$ cat src/rtl/dram_pkg.sv
// dram_pkg: shared load/store codes and WB state encoding for the data SRAM port.
package dram_pkg;
  localparam logic [2:0] LD_NONE = 3'b000;
  localparam logic [2:0] LD_LB   = 3'b001;
  localparam logic [2:0] LD_LBU  = 3'b010;
  localparam logic [2:0] LD_LH   = 3'b011;
  localparam logic [2:0] LD_LHU  = 3'b100;
  localparam logic [2:0] LD_LW   = 3'b111;
  localparam logic [2:0] ST_SB   = 3'b101;
  localparam logic [2:0] ST_SH   = 3'b110;
  localparam logic [2:0] ST_SW   = 3'b111;
  typedef enum logic [1:0] {IDLE, FRESH, HELD} wb_state_e;
  function automatic logic is_load(input logic [2:0] t);
    return t inside {LD_LB, LD_LBU, LD_LH, LD_LHU, LD_LW};
  endfunction
endpackage

$ cat src/rtl/dram_load_ext.sv
// dram_load_ext: extract and sign/zero-extend a byte, halfword or word from an SRAM word.
module dram_load_ext
  import dram_pkg::*;
(
  input  logic [2:0]  load_type,
  input  logic [1:0]  addr_byte,
  input  logic [31:0] word,
  output logic [31:0] result
);
  logic [7:0]  b;
  logic [15:0] h;
  always_comb begin
    b = word[{addr_byte, 3'b000} +: 8];
    h = addr_byte[1] ? word[31:16] : word[15:0];
    result = load_type == LD_LB  ? {{24{b[7]}}, b} :
             load_type == LD_LBU ? {24'b0, b} :
             load_type == LD_LH  ? {{16{h[15]}}, h} :
             load_type == LD_LHU ? {16'b0, h} :
             load_type == LD_LW  ? word : '0;
  end
endmodule

$ cat src/rtl/dram_load_align.sv
// dram_load_align: MEM-stage load decode/SRAM read enable and WB-stage data capture, hold and alignment.
module dram_load_align
  import dram_pkg::*;
#(
  parameter int DATA_W = 32
) (
  input  logic              clk,
  input  logic              resetn,
  input  logic              valid_mem,
  input  logic [2:0]        load_type_mem,
  input  logic [1:0]        data_sram_addr_byte_mem,
  input  logic              flush,
  input  logic              stall_wb,
  input  logic [DATA_W-1:0] data_sram_rdata,
  output logic              load_req_mem,
  output logic              adel_mem,
  output logic              load_valid_wb,
  output logic [DATA_W-1:0] load_data_wb
);
  wb_state_e         state_q, state_d;
  logic [2:0]        type_q, type_d;
  logic [1:0]        byte_q, byte_d;
  logic [DATA_W-1:0] hold_q, hold_d;
  logic [DATA_W-1:0] src_word, ext_word;
  always_comb begin
    adel_mem = valid_mem & (((load_type_mem == LD_LH || load_type_mem == LD_LHU) & data_sram_addr_byte_mem[0]) |
                            ((load_type_mem == LD_LW) & |data_sram_addr_byte_mem));
    load_req_mem = valid_mem & is_load(load_type_mem) & ~adel_mem & ~flush;
    state_d = state_q;
    type_d  = type_q;
    byte_d  = byte_q;
    hold_d  = hold_q;
    if (flush) begin
      state_d = IDLE;
      type_d  = LD_NONE;
      byte_d  = '0;
    end else if (!stall_wb) begin
      state_d = load_req_mem ? FRESH : IDLE;
      type_d  = load_req_mem ? load_type_mem : LD_NONE;
      byte_d  = load_req_mem ? data_sram_addr_byte_mem : '0;
    end else if (state_q == FRESH) begin
      // SRAM data lasts one cycle, so a stalled fresh result must be captured now
      state_d = HELD;
      hold_d  = data_sram_rdata;
    end
  end
  always_ff @(posedge clk) begin
    if (!resetn) begin
      state_q <= IDLE;
      type_q  <= LD_NONE;
      byte_q  <= '0;
      hold_q  <= '0;
    end else begin
      state_q <= state_d;
      type_q  <= type_d;
      byte_q  <= byte_d;
      hold_q  <= hold_d;
    end
  end
  assign src_word = state_q == HELD ? hold_q : data_sram_rdata;
  dram_load_ext u_ext (
    .load_type (type_q),
    .addr_byte (byte_q),
    .word      (src_word),
    .result    (ext_word)
  );
  assign load_valid_wb = state_q != IDLE;
  assign load_data_wb  = state_q == IDLE ? '0 : ext_word;
endmodule

$ cat config.mk
export PLATFORM = sky130hd
export DESIGN_NAME = dram_load_align
export DESIGN_NICKNAME = d
export VERILOG_FILES = /design/src/rtl/dram_pkg.sv /design/src/rtl/dram_load_ext.sv /design/src/rtl/dram_load_align.sv
export SDC_FILE = /design/constraint.sdc
export NUM_CORES = 1
export LEC_CHECK = 0
export BUFFER_PORTS_ARGS = -buffer_cell sky130_fd_sc_hd__buf_4
export CELL_PAD_IN_SITES_DETAIL_PLACEMENT = 1
export CELL_PAD_IN_SITES_GLOBAL_PLACEMENT = 1
export CORE_UTILIZATION = 35
export DETAILED_ROUTE_END_ITERATION = 6
export GPL_TIMING_DRIVEN = 1
export PLACE_DENSITY = 0.87
export REMOVE_ABC_BUFFERS = 1
export SLEW_MARGIN = 25
export SYNTH_ARGS = -nofsm -noshare
export SYNTH_HDL_FRONTEND = slang
export SYNTH_SLANG_ARGS = --single-unit
export TNS_END_PERCENT = 50
$ cat constraint.sdc
create_clock -name clk -period 1.65 [get_ports clk]
set_input_delay 0 -clock clk [delete_from_list [all_inputs] [get_ports clk]]
set_output_delay 0 -clock clk [all_outputs]
set_load 0.005 [all_outputs]
==> results.cfg <==
[worst_setup_path]
endpoint_kind = output pin
crit_path_max_incr_delay_ps = 490
worstSetupStartpointType = register
arrival_time_reported_for_the_critical_path_endpoint_ps = 2320
cpMaxStageDelayCell = sky130_fd_sc_hd__dfxtp_2
cp_cell_sequence = inv_1, a21oi_1, nor2_1, buf_4, a21oi_1, a211oi_2, buf_4
worstPathMaxFanout = 9
critPathRequiredTime_ps = 1650
timing.reg2reg.worst_path_depth = 6
r2r_start = state_q[0]
path_class = register to output pin
cp-startpoint = type_q[2]

[cells_and_area]
postLayoutCoreUtil_pct = 57.2
drive_gt1_share_pct = 37.9
stdcell_count = 654
final_nets = 590
area.growth.synth_to_final_pct = 55.5
fillCellCount = 1014
num_antenna_cells = 0
ff_latch_area_um2 = 791
area_of_the_multi_input_gates_um2 = 2270

[timing]
timing.final.max_slew_violations = 0
post-route-worst-setup-slack_ps = -671
worst-slew-pin-transition_ps = 554
timing.fmax_ghz = 0.431
max_slew_margin_pct = 63.1
setup-violations-final = 32
finClkSkew_ps = 8.83
period_needed_ps = 2320
setup-tns-final_ps = -14730
grt_setup_unrepaired = true
finalHoldViolCount = 0
timing.final.crit_share_pct = 141

[flow_run]
cap_viol_max_count = 0

[clock_network]
clk_pin_slew_ps = 90
htreeDepth = 2
cts-root-to-sink-buffers = 2
ctsRootBufferMaster = sky130_fd_sc_hd__clkbuf_8
cts_tree = done
cts.sink_count = 39
tritoncts.num_buffers = 5
clk-insertion-delay-late_ps = 320

[grt]
grt_max_degree = 35
global_route.overflow_total = 0
grt_antenna_before_repair = 0
groute.layer.met1.usage_pct = 34.8
globalRouteMet3Util_pct = 6.48
grt_pass1_wl_mm = 21.4
grt_most_used_layer = met2
grt_use_met2_pct = 56.0
number_of_global_route_vias_before_repair = 4064
globalRouteTotalUtil_pct = 31.3

[min_path]
hold_path.startpoint = data_sram_rdata[31]
hold_path_class = input pin to register
min_delay_path_depth = 3

[power]
p_leak_uw = 0.00203
vdd.ir_drop.worst_mv = 0.229
total_power_uw = 2130
pwr_density_cell_nw_per_um2 = 444

[detailed_routing]
remaining_drc_errors = 0
detailroute.via_count = 4099
drt-pass1-iter-count = 5
postRouteAntennaNets = 0
viasPerCell = 6.27
routed_wl_mm = 16.1
detail_route.iter0.violations = 354
routed_wire_length_per_instance_um = 24.6

[floorplanning]
dieWidth_um = 95.8
design.core.area_um2 = 8380
die-height_um = 95.8
die_area_um2 = 9180
io-pin-count = 77
initial_core_util_pct = 36.8
placement_rows = 33

[logic_synthesis]
yosysWarnings = 0
synth_commonest_cells = sky130_fd_sc_hd__nand2_1 (118), sky130_fd_sc_hd__dfxtp_1 (39), sky130_fd_sc_hd__a21boi_0 (33), sky130_fd_sc_hd__mux2i_1 (33), sky130_fd_sc_hd__o21ai_0 (25)
synth-async-reset-ratio_pct = 0
yosys_most_used_dff = sky130_fd_sc_hd__dfxtp_1
synth.distinct_cells = 42
fraction_of_the_yosys_area_taken_by_sequential_cells_pct = 25.3
post-synth-top-area-cell = sky130_fd_sc_hd__dfxtp_1
main_area_contributors_after_synthesis = sky130_fd_sc_hd__dfxtp_1 (25%), sky130_fd_sc_hd__nand2_1 (14%), sky130_fd_sc_hd__mux2i_1 (11%), sky130_fd_sc_hd__a21boi_0 (8.0%), sky130_fd_sc_hd__mux4_1 (6.0%)
post_synth_instance_area_um2 = 3080
syn_inst = 401
synth-seq-cells = 39
number_of_synthesized_flops_with_an_enable_pin = 0
post_synth.cell_area_avg_um2 = 7.68
synth_top_cell_area_share_pct = 25.3
most_common_cell_in_the_netlist = sky130_fd_sc_hd__nand2_1

[placement]
post-place-ws_ps = -178
dp.cells = 603
dp_wirelength_mm = 8.54
place.port_buffers = 76
gp_routability_congestion = 0.942

[status]
failed_checks = setup timing
status = finished with violations
## cells by family after synthesis
| family | after synthesis | synth area share [%] |
|---|---|---|
| muxes | 43 | 18.5 |
| DFF | 39 | 25.3 |
| buffers and inverters | 38 | 7.27 |
| and+or+nand+nor | 163 | 23.4 |
| AOI/OAI and AO/OA | 117 | 25.2 |
| xor gates and xnor gates | 1 | 0.284 |
## routing by layer
layer	wire length, um	vias to the layer above
li1	-	1719
met1	6220	1994
met2	7610	293
met3	1250	93
met4	988	0
met5	0	-
## metrics by stage
step                      area [um2]  hold slack [ps]
after detailed placement        4050              257
after global routing            4790             28.1
after CTS                       4610             40.7
after global placement          4050              255
final                           4790             48.0
after floorplan                 2880             59.2
## worst max-delay path: cells and delay by family (launching register included)
kind / cells / cell delay (ps)
AO/OA/AOI/OAI: 3 / 860
buffers and inverters: 3 / 510
flip-flops: 1 / 490
AND/OR/NAND/NOR: 1 / 140
## worst paths after layout
check | slack [ps] | end
min | 50 | hold_q[31]
max | -670 | load_data_wb[2]
max reg2reg | 130 | hold_q[31]
min reg2reg | 470 | hold_q[29]
## report_power, final
group / leakage (uW) / switching, uW / total, uW / internal [uW]
clock: 0.0000412 / 423 / 720 / 297
combinational: 0.00168 / 214 / 452 / 238
sequential: 0.000318 / 8.58 / 953 / 945
total: 0.00203 / 646 / 2130 / 1480
## flip-flops by register name, summed over array words and instances, names as in the netlist
| signal | count |
|---|---|
| type_q | 3 |
| state_q | 2 |
| byte_q | 2 |
| hold_q | 32 |
## cell usage in the layout, fill, tap and decap left out, types with 2 or more instances in the layout
cell                            netlist  routed
sky130_fd_sc_hd__dfxtp_2              0       5
sky130_fd_sc_hd__o22ai_1              9       9
sky130_fd_sc_hd__a31oi_2              0       2
sky130_fd_sc_hd__nand2b_1             3       3
sky130_fd_sc_hd__mux2i_1             33      27
sky130_fd_sc_hd__nand3b_1             2       2
sky130_fd_sc_hd__buf_12               2       4
sky130_fd_sc_hd__a21oi_2              0       4
sky130_fd_sc_hd__buf_4                2     124
sky130_fd_sc_hd__o21ai_2              0      15
sky130_fd_sc_hd__a211oi_2             0       6
sky130_fd_sc_hd__nor3_1               3       2
sky130_fd_sc_hd__dfxtp_1             39      33
sky130_fd_sc_hd__o21ai_1              1       6
sky130_fd_sc_hd__a21boi_0            33      33
sky130_fd_sc_hd__inv_1                4       4
sky130_fd_sc_hd__a22o_1               6       6
sky130_fd_sc_hd__buf_6                5       6
sky130_fd_sc_hd__mux4_2               2       9
sky130_fd_sc_hd__a21oi_1             12       8
sky130_fd_sc_hd__clkbuf_8             0       5
sky130_fd_sc_hd__mux2i_2              0       6
sky130_fd_sc_hd__nand2_1            118     117
sky130_fd_sc_hd__a31oi_1             16      13
sky130_fd_sc_hd__o21ai_0             25       4
sky130_fd_sc_hd__and3_1               9       9
sky130_fd_sc_hd__and2_1              10      10
sky130_fd_sc_hd__nor2_2               0       2
sky130_fd_sc_hd__buf_8                0       2
sky130_fd_sc_hd__nor2_1              11       8
sky130_fd_sc_hd__dlygate4sd3_1        0      36
## layout make-up
class,instances,share of cell area (%)
Multi-Input combinational cell,324,47.3
Timing Repair Buffer,173,31.2
Sequential cell,39,16.5
Tap cell,105,2.74
Clock buffer,6,1.51
Inverter,5,0.444
Clock inverter,2,0.261
## timing repair
action,CTS,global route
endpoints found under the hold margin,36,0
pin swaps,5,6
hold buffers,36,0
resized for setup,66,29
setup endpoints to repair,33,33
gates cloned,1,1
setup buffers,0,5
(Power assumes the default switching activity.)
